## config.mk

```make
export PLATFORM = sky130hd
export DESIGN_NAME = diff_reg_scan_flat
export DESIGN_NICKNAME = d
export VERILOG_FILES = /design/src/rtl/diff_reg_scan_if.sv /design/src/rtl/diff_reg_scan.sv /design/src/flat_wrapper.sv
export SDC_FILE = /design/constraint.sdc
export NUM_CORES = 1
export LEC_CHECK = 0
export ABC_AREA = 1
export CELL_PAD_IN_SITES_DETAIL_PLACEMENT = 1
export CELL_PAD_IN_SITES_GLOBAL_PLACEMENT = 2
export CORE_ASPECT_RATIO = 0.9
export CORE_MARGIN = 3
export CORE_UTILIZATION = 19
export DETAILED_ROUTE_END_ITERATION = 10
export GPL_TIMING_DRIVEN = 0
export HOLD_SLACK_MARGIN = 0.03
export PLACE_DENSITY = 0.92
export SLEW_MARGIN = 20
export SYNTH_ARGS = -nofsm -noshare
export SYNTH_HDL_FRONTEND = slang
export SYNTH_SLANG_ARGS = --single-unit
export TNS_END_PERCENT = 20
```

## constraint.sdc

```tcl
create_clock -name clk -period 2.1 [get_ports clk]
set_input_delay 0.315 -clock clk [delete_from_list [all_inputs] [get_ports clk]]
set_output_delay 0.315 -clock clk [all_outputs]
set_load 0.005 [all_outputs]
```

## src/rtl/diff_reg_scan_if.sv

```systemverilog
// diff_reg_scan_if
//   Bundles the scan request, the register-file read port and the
//   outbound snapshot stream into one interface.
//
//   master : the scanner side. It drives raddr_o and the out_* stream,
//            plus busy_o and done_o.
//   slave  : the integrator side. It drives start_i, pc_i, rdata_i and
//            out_ready_i.
//
//   XLEN must match the XLEN of the diff_reg_scan instance attached to it.
interface diff_reg_scan_if #(
    parameter int XLEN = 64
);
    logic            start_i;
    logic [XLEN-1:0] pc_i;
    logic [4:0]      raddr_o;
    logic [XLEN-1:0] rdata_i;
    logic            out_valid_o;
    logic            out_ready_i;
    logic [XLEN-1:0] out_data_o;
    logic [5:0]      out_idx_o;
    logic            out_last_o;
    logic            busy_o;
    logic            done_o;

    modport master (
        input  start_i, pc_i, rdata_i, out_ready_i,
        output raddr_o, out_valid_o, out_data_o, out_idx_o, out_last_o,
               busy_o, done_o
    );

    modport slave (
        output start_i, pc_i, rdata_i, out_ready_i,
        input  raddr_o, out_valid_o, out_data_o, out_idx_o, out_last_o,
               busy_o, done_o
    );
endinterface

```

## src/rtl/diff_reg_scan.sv

```systemverilog
// diff_reg_scan
//   Streams one architectural-state snapshot as a valid/ready beat sequence.
//   Beat 0 carries the commit PC. Beats 1..NREG carry x0..x(NREG-1), read
//   one per beat through the register-file read port.
//
//   Ports
//     clk  : sole clock, rising edge
//     rst  : synchronous, active-low reset
//     bus  : diff_reg_scan_if.master
//            start_i / pc_i            scan request and the header payload
//            raddr_o / rdata_i         combinational register-file read
//            out_valid_o / out_ready_i stream handshake
//            out_data_o / out_idx_o    payload and beat index
//            out_last_o                marks the final beat
//            busy_o                    high while a scan is in flight
//            done_o                    one-cycle pulse after the final transfer
//
//   The read port is always addressed with the register that the *next*
//   beat carries, which is out_idx_o[4:0]. Beat k (register x(k-1)) is
//   therefore already sitting on rdata_i when beat k-1 transfers. That lets
//   the stream run at full rate with no bubble and no extra read-data
//   register. The register file must not change while busy_o is high.
module diff_reg_scan #(
    parameter int XLEN = 64,
    parameter int NREG = 32
) (
    input  logic           clk,
    input  logic           rst,
    diff_reg_scan_if.master bus
);
    // Index of the final beat. Beat 0 is the PC, so the last beat is NREG.
    localparam logic [5:0] LAST_IDX = 6'(NREG);

    typedef enum logic {
        IDLE,
        SEND
    } state_t;

    state_t          state;
    logic [XLEN-1:0] data_q;
    logic [5:0]      idx_q;
    logic            valid_q;
    logic            done_q;

    logic xfer;
    logic at_last;

    assign xfer    = valid_q && bus.out_ready_i;
    assign at_last = (idx_q == LAST_IDX);

    always_ff @(posedge clk) begin
        if (!rst) begin
            // Reset aborts any scan outright. There is no done pulse, and a
            // start_i seen on this edge is dropped.
            state   <= IDLE;
            data_q  <= '0;
            idx_q   <= '0;
            valid_q <= 1'b0;
            done_q  <= 1'b0;
        end else begin
            done_q <= 1'b0;
            case (state)
                IDLE: begin
                    // The cycle that shows done_o also refuses a new start.
                    // The scanner re-arms on the following cycle.
                    if (bus.start_i && !done_q) begin
                        data_q  <= bus.pc_i;
                        idx_q   <= '0;
                        valid_q <= 1'b1;
                        state   <= SEND;
                    end
                end
                SEND: begin
                    if (xfer) begin
                        if (at_last) begin
                            // idx_q is left parked at LAST_IDX. With valid
                            // low, out_last_o still reads 0.
                            valid_q <= 1'b0;
                            done_q  <= 1'b1;
                            state   <= IDLE;
                        end else begin
                            data_q <= bus.rdata_i;
                            idx_q  <= idx_q + 6'd1;
                        end
                    end
                end
                default: state <= IDLE;
            endcase
        end
    end

    assign bus.busy_o      = (state == SEND);
    assign bus.raddr_o     = (state == SEND) ? idx_q[4:0] : 5'd0;
    assign bus.out_valid_o = valid_q;
    assign bus.out_data_o  = data_q;
    assign bus.out_idx_o   = idx_q;
    assign bus.out_last_o  = valid_q && at_last;
    assign bus.done_o      = done_q;

endmodule

```

## src/flat_wrapper.sv

```systemverilog
// flat-port wrapper written by rule: the top's interface ports become plain ports
module diff_reg_scan_flat 
#(
    parameter int XLEN = 64,
    parameter int NREG = 32
)
  (clk, rst, bus_start_i, bus_pc_i, bus_rdata_i, bus_out_ready_i, bus_raddr_o, bus_out_valid_o, bus_out_data_o, bus_out_idx_o, bus_out_last_o, bus_busy_o, bus_done_o);
  diff_reg_scan_if #(.XLEN(XLEN)) bus_i ();
  input  logic clk;
  input  logic rst;
  input wire logic [$bits(bus_i.start_i)-1:0] bus_start_i;
  input wire logic [$bits(bus_i.pc_i)-1:0] bus_pc_i;
  input wire logic [$bits(bus_i.rdata_i)-1:0] bus_rdata_i;
  input wire logic [$bits(bus_i.out_ready_i)-1:0] bus_out_ready_i;
  output wire logic [$bits(bus_i.raddr_o)-1:0] bus_raddr_o;
  output wire logic [$bits(bus_i.out_valid_o)-1:0] bus_out_valid_o;
  output wire logic [$bits(bus_i.out_data_o)-1:0] bus_out_data_o;
  output wire logic [$bits(bus_i.out_idx_o)-1:0] bus_out_idx_o;
  output wire logic [$bits(bus_i.out_last_o)-1:0] bus_out_last_o;
  output wire logic [$bits(bus_i.busy_o)-1:0] bus_busy_o;
  output wire logic [$bits(bus_i.done_o)-1:0] bus_done_o;
  assign bus_i.start_i = bus_start_i;
  assign bus_i.pc_i = bus_pc_i;
  assign bus_i.rdata_i = bus_rdata_i;
  assign bus_i.out_ready_i = bus_out_ready_i;
  assign bus_raddr_o = bus_i.raddr_o;
  assign bus_out_valid_o = bus_i.out_valid_o;
  assign bus_out_data_o = bus_i.out_data_o;
  assign bus_out_idx_o = bus_i.out_idx_o;
  assign bus_out_last_o = bus_i.out_last_o;
  assign bus_busy_o = bus_i.busy_o;
  assign bus_done_o = bus_i.done_o;
  diff_reg_scan #(.XLEN(XLEN), .NREG(NREG)) u_core (.clk(clk), .rst(rst), .bus(bus_i));
endmodule
```

==> impl_results.md <==
- Outcome: finished, final reports clean
- Clk Latency, worst-skew pair: 340 ps
- Initial antenna violation count: 0
- Crit start category: flip-flop
- H-tree levels: 3
- Worst EP required: 1780 ps
- Die Width: 150 µm
- Leading cell types in the layout, fill and taps excluded: nand2_1 (214), clkdlybuf4s50_1 (209), nor2_1 (136)
- N_diodes: 0
- Worst Skew: 8.51 ps
- Relative slew slack: 65.0%
- Num CTS Buffers: 9
- First drt pass iteration count: 4
- Largest family of logic cells by synthesized area: simple AND/OR/NAND/NOR gates
- Number of global-route vias before repair: 4292
- Clk slew on worst S/H paths: 60 ps
- Root buffer cell: clkbuf_16
- Worst r2r path cells: 7
- Mapped Cells: 562
- Crit Path Max Fanout: 10
- Routed wire length: 14800 µm
- R2R Setup Slk: 520 ps
- Post-DP HPWL: 11200 µm
- CP Capture Type: output pin
- Vias/cell: 4.12
- Peak supply drop: 0.368 mV
- Worst setup path start: u_core.bus.busy_o$_SDFF_PN0_
- Max clock buf depth: 2
- Top Ports: 211
- # setup viols final: 0
- Post-synthesis register bit count: 73
- Post-synthesis mux area share: 0%
- CP Buf/Inv Count: 4
- Leak: 2.82 nW
- Initial Utilization: 19.7%
- Cell chain of the critical path: buf_6 > buf_4 > nand2_1 > inv_1 > clkdlybuf4s50_1
- Core Rows: 46
- Proportion of layout cells with a drive suffix above 1: 6.21%
- Die H: 135 µm
- Crit. path cell count: 5
- Die area: 0.0203 mm²
- Nets@finish: 918
- Worst-Margin Slew: 525 ps
- Synth unique cells: 23
- Commonest non-fill, non-tap cell in the layout: nand2_1
- Register area share after synthesis: 41.3%
- Synth warn: 0
- Drt drc: 0
- Post-layout util: 35.2%
- Post-Syn Area: 0.00354 mm²
- Reg-to-reg startpoint: u_core.bus.busy_o$_SDFF_PN0_
- Arrival time at the worst endpoint: 1680 ps
- CP peak stage delay: 490 ps
- IO Port Bufs: 209
- Crit path to: bus_raddr_o[2]
- Layout area overhead: 78.7%
- CP Class: flip-flop to output pin
- Initial DRC Count: 83
- GPL Wtd Cong: 0.738
- Routed WL per cell: 14.3 µm
- Syn nets: 696
- Max-slew violation count: 0
- Setup TNS: 0 ps
- Vias after detailed routing: 4237
- Power Density: 702 mW/mm²
- Simple-gate share of the synthesized area: 40.1%
- Global-route wire length before repair: 23000 µm
- Post-synthesis compound-gate area fraction: 10.5%
- Hold crit path type: input pin to flip-flop
- Fill count: 2232
- Hold Fails Final Rpt: 0
- R2r endpoint: u_core.bus.out_data_o[3]$_SDFFE_PN0P_
- MaxCap Viol Count: 0
- Min Tclk post-route: 2000 ps
- Synth Area per Inst: 6.30 µm²
- Largest net degree at the start of global routing: 13
- Clk sink count: 73
- XOR/XNOR Fraction of Synth Area: 0%
- TritonCTS clock tree: built
- Cell family with most CP delay: buffers and inverters
- CP max-delay cell: clkdlybuf4s50_1
- Placeable Area: 0.0180 mm²
- F_max: 501 MHz
- Remaining Overflow, GRT: 0
- GRT Util Overall: 14.4%
- ANT nets after route: 0
- Adder-Cell Fraction of Synth Area: 0.707%
- Ratio of final minimum period to clock period: 95.0%
-- per-stage QoR --
step	total power, mW	area (µm²)	cells	hold slack, ps	setup slack (ps)
5_1_grt	4.70	6320	1029	411	-0.384
3_5_place_dp	2.60	5930	1011	492	-42.1
3_3_place_gp	2.59	5930	1011	479	-15.6
4_1_cts	4.53	6300	1027	362	1.68
6_report	4.44	6320	1029	367	104
2_1_floorplan	1.97	3540	562	473	729
-- metal layers --
layer	track usage, %	wire [µm]	up-vias
met4	3.81	163	0
met3	5.92	1530	12
met1	17.7	6590	1896
li1	-	-	2177
met2	23.4	6480	152
met5	0	0	-
-- timing repair --
action                     4_1_cts  5_1_grt
buffers inserted                 0        2
hold endpoints to repair         0        0
hold buffers                     0        0
setup endpoints to repair        3        4
resized for setup                4        3
-- report_power, final --
group | internal [mW] | total (mW) | switching [mW]
Clock | 1.26 | 1.88 | 0.619
Combinational | 0.563 | 0.997 | 0.433
Sequential | 1.50 | 1.57 | 0.0630
-- kinds of logic after synthesis --
logic type      after synthesis
compound gates               74
fa+ha+maj                     2
buf+inv                      50
flops                        73
simple gates                363
-- how the worst min path moves through the flow --
stage / endpoint / slack (ps) / start / depth (start not counted)
2_1_floorplan: u_core.bus.out_valid_o$_SDFFE_PN0P_ / 470 / u_core.bus.out_valid_o$_SDFFE_PN0P_ / 2
3_3_place_gp: u_core.bus.out_data_o[3]$_SDFFE_PN0P_ / 480 / u_core.bus.out_data_o[3]$_SDFFE_PN0P_ / 2
3_5_place_dp: u_core.bus.out_data_o[12]$_SDFFE_PN0P_ / 490 / u_core.bus.out_data_o[12]$_SDFFE_PN0P_ / 2
4_1_cts: u_core.bus.out_idx_o[0]$_SDFFE_PN0P_ / 360 / rst / 3
5_1_grt: u_core.bus.out_idx_o[0]$_SDFFE_PN0P_ / 410 / rst / 3
6_report: u_core.bus.out_idx_o[0]$_SDFFE_PN0P_ / 370 / rst / 3
-- cell usage after synthesis, drive strengths merged --
library cell    n  share of area [%]
nand2         216                 24
nor2          139                 15
dfxtp          73                 41
o21ai          67                9.5
buf            18                3.7
clkbuf         17                2.0
inv            15                1.8
a21oi           7               0.99
nand3           6                1.1
ha              2               0.71
nand4           1               0.18
nor3b           1               0.21
-- cell type report --
cell class              count  area, µm²  share of cell area [%]
repair buffers            211       2110                    33.3
multi-input cells         439       1810                    28.7
flip-flops and latches     73       1460                    23.2
well taps                 240        300                    4.75
clock buffers              12        267                    4.22
plain buffers              35        210                    3.32
clock inverters             4       97.6                    1.54
inverters                  15       63.8                    1.01
-- sequential cells by signal, indices dropped and copies added, names as in the netlist --
name / cells
u_core.bus.busy_o: 1
u_core.bus.done_o: 1
u_core.bus.out_data_o: 64
u_core.bus.out_idx_o: 6
u_core.bus.out_valid_o: 1
-- worst register-to-register path: cells and delay by family (launching register included) --
kind          cells  cell delay (ps)
buf+inv           3              840
flops             1              340
simple gates      4              330
Note: power is estimated with default switching activity, not from simulation.
